[src/rtl/ram_port_arbiter.sv]
// Two-master arbiter/sequencer for a single-port 8192x32 byte-enabled RAM; accept in IDLE, issue next cycle, read data one cycle later.
// Optional round-robin grant when RAM_ARB_ROUND_ROBIN_EN is defined, otherwise m0 has fixed priority.
module ram_port_arbiter #(
    parameter int ADDR_W = 13,
    parameter int DATA_W = 32
) (
    input  logic                clk,
    input  logic                reset,
    input  logic [ADDR_W-1:0]   m0_address,
    input  logic [DATA_W/8-1:0] m0_byteenable,
    input  logic                m0_read,
    input  logic                m0_write,
    input  logic [DATA_W-1:0]   m0_writedata,
    output logic                m0_waitrequest,
    output logic [DATA_W-1:0]   m0_readdata,
    output logic                m0_readdatavalid,
    input  logic [ADDR_W-1:0]   m1_address,
    input  logic [DATA_W/8-1:0] m1_byteenable,
    input  logic                m1_read,
    input  logic                m1_write,
    input  logic [DATA_W-1:0]   m1_writedata,
    output logic                m1_waitrequest,
    output logic [DATA_W-1:0]   m1_readdata,
    output logic                m1_readdatavalid,
    output logic [ADDR_W-1:0]   ram_address,
    output logic [DATA_W/8-1:0] ram_byteenable,
    output logic                ram_chipselect,
    output logic                ram_write,
    output logic [DATA_W-1:0]   ram_writedata,
    output logic                ram_clken,
    input  logic [DATA_W-1:0]   ram_readdata
);

    typedef enum logic [1:0] {
        S_IDLE  = 2'd0,
        S_ISSUE = 2'd1,
        S_RESP  = 2'd2
    } state_t;

    state_t                r_state;
    state_t                w_next_state;
    logic                  r_owner;
    logic                  r_is_write;
    logic [ADDR_W-1:0]     r_ram_address;
    logic [DATA_W/8-1:0]   r_ram_byteenable;
    logic [DATA_W-1:0]     r_ram_writedata;
    logic                  r_ram_chipselect;
    logic                  r_ram_write;

    logic                  w_req0;
    logic                  w_req1;
    logic                  w_grant1;
    logic                  w_accept;
    logic                  w_sel_write;

    assign w_req0 = m0_read | m0_write;
    assign w_req1 = m1_read | m1_write;

`ifdef RAM_ARB_ROUND_ROBIN_EN
    logic r_last_m1;

    // On a tie, grant the master that did not win the previous accept.
    assign w_grant1 = w_req1 & (~w_req0 | ~r_last_m1);

    always_ff @(posedge clk) begin
        if (reset) begin
            r_last_m1 <= 1'b1;
        end else if (w_accept) begin
            r_last_m1 <= w_grant1;
        end
    end
`else
    assign w_grant1 = w_req1 & ~w_req0;
`endif

    // A write strobe takes precedence over a read strobe from the same master.
    assign w_sel_write = w_grant1 ? m1_write : m0_write;

    always_comb begin
        w_next_state = r_state;
        w_accept     = 1'b0;
        case (r_state)
            S_IDLE: begin
                if ((w_req0 | w_req1) && !reset) begin
                    w_accept     = 1'b1;
                    w_next_state = S_ISSUE;
                end
            end
            S_ISSUE: begin
                w_next_state = r_is_write ? S_IDLE : S_RESP;
            end
            S_RESP: begin
                w_next_state = S_IDLE;
            end
            default: begin
                w_next_state = S_IDLE;
            end
        endcase
    end

    always_ff @(posedge clk) begin
        if (reset) begin
            r_state          <= S_IDLE;
            r_owner          <= 1'b0;
            r_is_write       <= 1'b0;
            r_ram_address    <= '0;
            r_ram_byteenable <= '0;
            r_ram_writedata  <= '0;
            r_ram_chipselect <= 1'b0;
            r_ram_write      <= 1'b0;
        end else begin
            r_state <= w_next_state;
            if (w_accept) begin
                r_owner          <= w_grant1;
                r_is_write       <= w_sel_write;
                r_ram_address    <= w_grant1 ? m1_address    : m0_address;
                r_ram_byteenable <= w_grant1 ? m1_byteenable : m0_byteenable;
                r_ram_writedata  <= w_grant1 ? m1_writedata  : m0_writedata;
                r_ram_chipselect <= 1'b1;
                r_ram_write      <= w_sel_write;
            end else if (r_state == S_ISSUE) begin
                r_ram_chipselect <= 1'b0;
                r_ram_write      <= 1'b0;
            end
        end
    end

    assign m0_waitrequest   = ~(w_accept & ~w_grant1);
    assign m1_waitrequest   = ~(w_accept & w_grant1);
    assign m0_readdatavalid = (r_state == S_RESP) & ~r_owner;
    assign m1_readdatavalid = (r_state == S_RESP) & r_owner;
    assign m0_readdata      = ram_readdata;
    assign m1_readdata      = ram_readdata;

    assign ram_address    = r_ram_address;
    assign ram_byteenable = r_ram_byteenable;
    assign ram_writedata  = r_ram_writedata;
    assign ram_chipselect = r_ram_chipselect;
    assign ram_write      = r_ram_write;
    assign ram_clken      = 1'b1;

endmodule

[config.mk]
export PLATFORM = sky130hd
export DESIGN_NAME = ram_port_arbiter
export DESIGN_NICKNAME = d
export VERILOG_FILES = /design/src/rtl/ram_port_arbiter.sv
export SDC_FILE = /design/constraint.sdc
export NUM_CORES = 1
export LEC_CHECK = 0
export CORE_AREA = 2 2 100 102
export DETAILED_ROUTE_END_ITERATION = 6
export DIE_AREA = 0 0 102 104
export GPL_ROUTABILITY_DRIVEN = 0
export PLACE_DENSITY = 0.8
export SLEW_MARGIN = 30
export SYNTH_ARGS = -nofsm -noshare
export SYNTH_HDL_FRONTEND = slang
export SYNTH_SLANG_ARGS = --single-unit
[constraint.sdc]
create_clock -name clk -period 2.2 [get_ports clk]
set_input_delay 0.44 -clock clk [delete_from_list [all_inputs] [get_ports clk]]
set_output_delay 0.44 -clock clk [all_outputs]
set_load 0.005 [all_outputs]
# Word level (Yosys, flattened, before mapping)
# Index checks and enable logic that the tools add are counted.
dict set report word_totals {
  ff_bits 55
  input_bits 136
  out_inout_bits 120
  wordCells 40
}
dict set report classes {
  eq_ne 3
  muxes 12
  bitwise 13
  reduce_logical 4
}
# cell count
set op_table {}
lappend op_table {{$mux 32} 1}
lappend op_table {{$mux 13} 1}
lappend op_table {{$mux 1} 6}
lappend op_table {{$and 1x1->1} 5}
lappend op_table {{$not 1->1} 5}
lappend op_table {{$mux 2} 2}
lappend op_table {{$mux 4} 1}
lappend op_table {{$pmux 2 s2} 1}
lappend op_table {{$or 1x1->1} 3}
lappend op_table {{$eq 2x1->1 const B} 1}
lappend op_table {{$eq 2x2->1 const B} 1}
lappend op_table {{$logic_not 2->1} 1}
lappend op_table {{$ne 2x2->1 const B} 1}
lappend op_table {{$reduce_bool 2->1} 1}
lappend op_table {{$logic_and 1x1->1} 1}
lappend op_table {{$logic_not 1->1} 1}

# Longest topological paths before layout
# Gate-level depths: netlist (run 1).
dict set report depth {
  word_depth 7
  mapped_depth 5
  mapped_depth_nobuf 3
}

# Least setup slack after synthesis (run 1)
# OpenSTA, ideal clock, no wires.
dict set report synth_path {
  path_kind {input port to output port}
  startpoint {input port reset}
  endpoint {output port m1_waitrequest}
  arrival_ps 1145
  t_required_ps 1760
  slack_ps 615
  cell_stages 4
  path_buffers 2
  path_cell_list {buf_2 -> nor3_4 -> buf_2 -> nand3_1}
}
dict set report synth_via {
  elab_chain_len 6
}
# item line_no
set synth_lines {}
lappend synth_lines {{from (decl)} 8} ;# input logic reset,
lappend synth_lines {{$logic_not 1->1} 84} ;# if ((w_req0 | w_req1) && !reset) begin
lappend synth_lines {{$logic_and 1x1->1} 84}
lappend synth_lines {{$mux 1} 84}
lappend synth_lines {{$mux 1} 82} ;# case (r_state)
lappend synth_lines {{$and 1x1->1} 129} ;# assign m1_waitrequest = ~(w_accept & w_grant1);
lappend synth_lines {{$not 1->1} 129}
lappend synth_lines {{to (decl)} 22} ;# output logic m1_waitrequest,
# Every way passes these cells.

# Worst setup path after layout (run 1)
dict set report layout_path {
  startpoint {register r_state[1]}
  endpoint {output port m1_readdatavalid}
}
dict set report layout_via {
  elab_chain_len 2
}
# item line_no
set layout_lines {}
lappend layout_lines {{from (decl)} 40} ;# state_t r_state;
lappend layout_lines {{from (signal assigned)} 112} ;# r_state <= w_next_state;
lappend layout_lines {{$eq 2x2->1} 131} ;# assign m1_readdatavalid = (r_state == S_RESP) & r_owner;
lappend layout_lines {{$and 1x1->1} 131}
lappend layout_lines {{to (decl)} 24} ;# output logic m1_readdatavalid,
# Every way passes these cells.

==> results of run 1 <==
registers in the layout, summed over array words and instances, names as in the netlist:
register and count:
ram_writedata 32, ram_address 13, ram_byteenable 4, r_state 2, r_is_write 1, r_owner 1
ram_chipselect 1, ram_write 1
worst max-delay path: stages, from the launching register on:
cell	delay (ns)
dfxtp_2	0.39
inv_1	0.11
nor3b_1	0.24
clkdlybuf4s50_1	0.55
layout by cell type, fill, tap and decap left out, drive strengths merged:
| cell type | synthesis | routed |
|---|---|---|
| or2 | 2 | 2 |
| buf | 86 | 21 |
| nand3 | 50 | 50 |
| a211oi | 2 | 2 |
| nand2 | 1 | 1 |
| or4 | 1 | 1 |
| a21bo | 1 | 1 |
| conb | 1 | 1 |
| nor3b | 1 | 1 |
| bufinv | 0 | 1 |
| o21ai | 50 | 50 |
| nor2b | 1 | 1 |
| clkdlybuf4s50 | 0 | 154 |
| dfxtp | 55 | 55 |
| or3 | 1 | 1 |
| o2bb2ai | 1 | 1 |
| nor3 | 2 | 2 |
| nor2 | 2 | 2 |
| clkbuf | 22 | 6 |
| dlygate4sd2 | 0 | 3 |
| a311oi | 49 | 49 |
| a21oi | 54 | 54 |
| inv | 2 | 2 |
| nor4b | 1 | 1 |
worst paths after layout:
check | from | endpoint | slack [ns] | depth (start not counted)
worst max-delay path | r_state[1] | m1_readdatavalid | 0.18 | 3
worst min-delay path | r_is_write | r_state[1] | 0.43 | 1
worst max register to register | r_state[0] | ram_address[4] | 0.58 | 4
worst min register to register | r_is_write | r_state[1] | 0.43 | 1
per-stage QoR:
| stage | hold WS, ns | utilization, % | worst slack, ns |
|---|---|---|---|
| floorplan | 0.4006 | - | 0.6154 |
| global placement | 0.4139 | 46.16 | -0.1024 |
| detailed placement | 0.4190 | 46.16 | -0.09210 |
| CTS | 0.4421 | 47.20 | 0.06274 |
| global route | 0.4591 | 47.21 | 0.09702 |
| finish | 0.4301 | 47.21 | 0.1758 |
cell type report:
| class | count | area, um2 |
|---|---|---|
| Clock buffer | 6 | 72.57 |
| Clock inverter | 1 | 30.03 |
| Fill cell | 917 | 5041 |
| Inverter | 2 | 7.507 |
| Multi-Input combinational cell | 220 | 1356 |
| Sequential cell | 55 | 1102 |
| Tap cell | 133 | 166.4 |
| Timing Repair Buffer | 178 | 1773 |
power by group:
part,switching [uW],leakage (uW),total [uW],internal (uW)
combinational,329,0.000974,805,476
clock,314,0.0000513,649,334
sequential,59.9,0.000455,1160,1100
total,703,0.00148,2610,1910
kinds of logic (layout without fill, tap and decap cells):
logic type / after synthesis / count (layout) / share of synthesized area [%]
compound gates: 157 / 157 / 31.40
buf+inv: 110 / 187 / 23.06
simple gates: 62 / 62 / 10.66
flops: 55 / 55 / 34.76
other cells: 1 / 1 / 0.1184
routing by layer:
| layer | part of all wire (%) | global-route usage, % | vias up |
|---|---|---|---|
| li1 | - | - | 1524 |
| met3 | 8.3 | 4.704 | 26 |
| met2 | 51 | 32.38 | 161 |
| met1 | 39 | 21.02 | 1524 |
| met4 | 1.8 | 5.619 | 0 |
| met5 | 0 | 0 | - |
==> results.toml, run 1 <==
[layout]
layout-drive-gt1-share_pct = 8.009
area_growth_pct = 42.30
diodes = 0
final_cells = 595
final_cell_area_um2 = 4508
nets = 598

[critical_path]
startpoint_type = "flop"
cp.arrival_ns = 1.58
crit_required_ns = 1.76
worstSetupEndpointType = "output port"
critPathKind = "reg -> out"
cp_max_fo = 5

[detailed_routing]
drt-initial-drc-count = 131
vias = 3235
wl_per_cell_um = 17.19
drt-total-wl_mm = 10.23
drc = 0
first_pass_iters = 4
avgViaCountPerCell = 5.437
antenna_left = 0

[timing]
rsz0062_at_grt = "no"
finClkSkew_ns = 0.009574
finalHoldViolCount = 0
min_period_over_period_pct = 92.01
period_needed_ns = 2.024
slew_headroom_pct = 60.10
tightest_slew_ns = 0.5985
fmax_ghz = 0.4940
setup_viol_count_final = 0
final.setup.tns_ns = 0
slew_viol_final = 0

[clock_tree]
insertion_delay_ns = 0.30
cts_sinks = 55
cts-root-buf = "clkbuf_8"
h-tree-depth = 2
cts_made_buffers = 5
post-cts-setup-buffers = 0
cts_resized = 3
clockBufferDepth = 2
cts_tree = "yes"
hold_buffers = 0
clk_pin_slew_ns = 0.09

[floorplanning]
die_y_um = 104
die_area_um2 = 10610
fp.dieW_um = 102
start_util_pct = 33.18
rows = 36
core_area_um2 = 9549
ioPinCount = 256

[yosys]
yosysSeqAreaShare_pct = 34.76
synth.lib_cells_used.distinct = 31
ys_async_sr_fraction_pct = 0
syn-num-nets = 521
synth_area_um2 = 3168
synthTopCellsByCount = "72 x buf_4, 55 x dfxtp_1, 52 x a21oi_1"
synth_warnings = 0
synth_cells = 385
syn_area_per_cell_um2 = 8.229
synth_top_area_share_pct = 34.76
synth.area.top_cells = "dfxtp_1 35%, buf_4 17%, a311oi_1 14%, a21oi_1 8.2%, nand3_1 7.9%"
synth.most_common_cell = "buf_4"
netlist.top_cell.by_area = "dfxtp_1"
synth-edff-count = 0
synth.ff_latch_count = 55
synth_flop_cell = "dfxtp_1"

[global_route]
grt_start_max_net_pins = 55
antenna_found_initial = 0
grt_overflow = 0
grt_pass1_vias = 3184
grt_pass1_wl_mm = 15.55
track_usage_pct = 18.22

[status]
status = "completed"

[placed_design]
place_area_um2 = 4408
hpwl_mm = 7.278
io_buffer_count = 158
dp_cells = 588

[power]
ir_worst_vdd_v = 0.0002515
total_power_uw = 2614
leakage_uw = 0.001481
power.density_nw_per_um2 = 579.8

[hold_path]
hp-class = "reg -> reg"

[run]
drv_cap = 0
No activity file was read; power rests on OpenSTA's default activity.
==> run 2, diff against run 1 <==
--- a/config.mk
+++ b/config.mk
@@ -10,6 +10,7 @@
 export DIE_AREA = 0 0 102 104
 export GPL_ROUTABILITY_DRIVEN = 0
 export PLACE_DENSITY = 0.8
+export REMOVE_ABC_BUFFERS = 1
 export SLEW_MARGIN = 30
 export SYNTH_ARGS = -nofsm -noshare
 export SYNTH_HDL_FRONTEND = slang
==> results.toml, run 2 (same netlist as run 1, synthesis figures left out) <==
[detailed_routing]
vias = 3359
drt-initial-drc-count = 220
first_pass_iters = 5
drt-total-wl_mm = 13.21
wl_per_cell_um = 22.27
avgViaCountPerCell = 5.664
drc = 0
antenna_left = 0

[timing]
fin_ws_ns = 0.03818
slew_headroom_pct = 61.64
rsz0062_at_grt = "no"
min_period_over_period_pct = 98.26
tightest_slew_ns = 0.5753
final.setup.tns_ns = 0
fmax_ghz = 0.4626
hold_ws_ns = 0.4061
setup_viol_count_final = 0
finClkSkew_ns = 0.007782
period_needed_ns = 2.162
finalHoldViolCount = 0
slew_viol_final = 0

[critical_path]
startpoint_type = "primary input"
worstReg2RegEnd = "ram_address[5]"
ff2ff_setup_slack_ns = 0.46
cp_max_fo = 2
critPathKind = "in -> out"
worstSetupEndpointType = "output port"
cp.arrival_ns = 1.72
reg2reg_from = "r_state[0]"
reg2regPathDepth = 4
crit_required_ns = 1.76
crit_start = "m0_write"

[clock_tree]
cts-root-buf = "clkbuf_8"
cts_sinks = 55
cts_made_buffers = 5
h-tree-depth = 2
clockBufferDepth = 2
insertion_delay_ns = 0.30
post-cts-setup-buffers = 0
cts_tree = "yes"
clk_pin_slew_ns = 0.10

[layout]
largest_register_ffs = 32
final_cells = 593
layout-drive-gt1-share_pct = 7.391
utilization_pct = 46.93
layout_commonest_cell = "clkdlybuf4s50_1"
nets = 596
n_fill_cell = 940
area_growth_pct = 41.47
layout_common_cells = "156 x clkdlybuf4s50_1, 55 x dfxtp_1, 52 x a21oi_1, 50 x nand3_1, 49 x a311oi_1"
diodes = 0

[power]
ir_worst_vdd_v = 0.0002298
power.density_nw_per_um2 = 585.7
leakage_uw = 0.001466

[global_route]
grt_pass1_wl_mm = 18.97
grt_pass1_vias = 3206
top_usage_layer = "met2"
grt_overflow = 0
met3_usage_pct = 15.52
track_usage_pct = 23.39
antenna_found_initial = 0
use_met2_pct = 34.30
grt_start_max_net_pins = 52
grt_util_met1_pct = 28.04

[placed_design]
hpwl_mm = 9.840
dpl_worst_slack_ns = -0.008134
dp_cells = 586
io_buffer_count = 158

[hold_path]
holdPathStages = 2
hp-class = "in -> reg"
min_to = "r_is_write"
hp-start = "reset"

[floorplanning]
die_y_um = 104
die_area_um2 = 10610
start_util_pct = 33.18
core_area_um2 = 9549
fp.dieW_um = 102
ioPinCount = 256
rows = 36

[run]
drv_cap = 0

[status]
status = "completed"
run 2: cell types whose count changed in the layout (fill, tap and decap cells not counted), sizes merged:
cell	change
buf	-2
clkdlybuf4s50	+2
dlygate4sd2	-2
run 2: worst max-delay path by stage:
stage | to | cells after the start
detailed placement | m1_waitrequest | 4
global placement | m1_waitrequest | 4
floorplan | ram_address[0] | 3
global route | m0_waitrequest | 4
finish | m0_waitrequest | 4
CTS | m0_waitrequest | 4
run 2: per-stage QoR:
stage	total power [uW]	cell area, um2
2_1_floorplan	1449	2445
3_3_place_gp	1962	4380
3_5_place_dp	1984	4380
4_1_cts	2644	4482
5_1_grt	2754	4482
6_report	2625	4482
run 2: layer usage:
metal / wire, um / vias to the layer above
met5: 68 / -
met2: 5685 / 240
met3: 2076 / 16
li1: - / 1515
met1: 5203 / 1586
met4: 174 / 2
run 2: what timing repair did:
| action | 4_1_cts | 5_1_grt |
|---|---|---|
| hold buffers | 0 | 0 |
| endpoints found under the setup margin | 1 | 0 |
| gates resized for setup | 1 | 0 |
run 2: area by class of cell:
cell class | count | area, um2 | share of cell area [%]
clock buffer | 6 | 72.57 | 1.619
timing repair buffer | 176 | 1748 | 39.00
tap | 133 | 166.4 | 3.713
multi-input combinational | 220 | 1356 | 30.26
inverter | 2 | 7.507 | 0.1675
clock inverter | 1 | 30.03 | 0.6700
sequential | 55 | 1101 | 24.57
run 2: worst max-delay path: stages:
cell and delay (ns):
clkdlybuf4s50_1 0.43, or2_1 0.26, nand2_1 0.09, clkdlybuf4s50_1 0.50
run 2: report_power, final:
part           internal (uW)  switching (uW)
Combinational            470             334
Clock                    335             325
Sequential              1100            61.6
Total                   1900             720
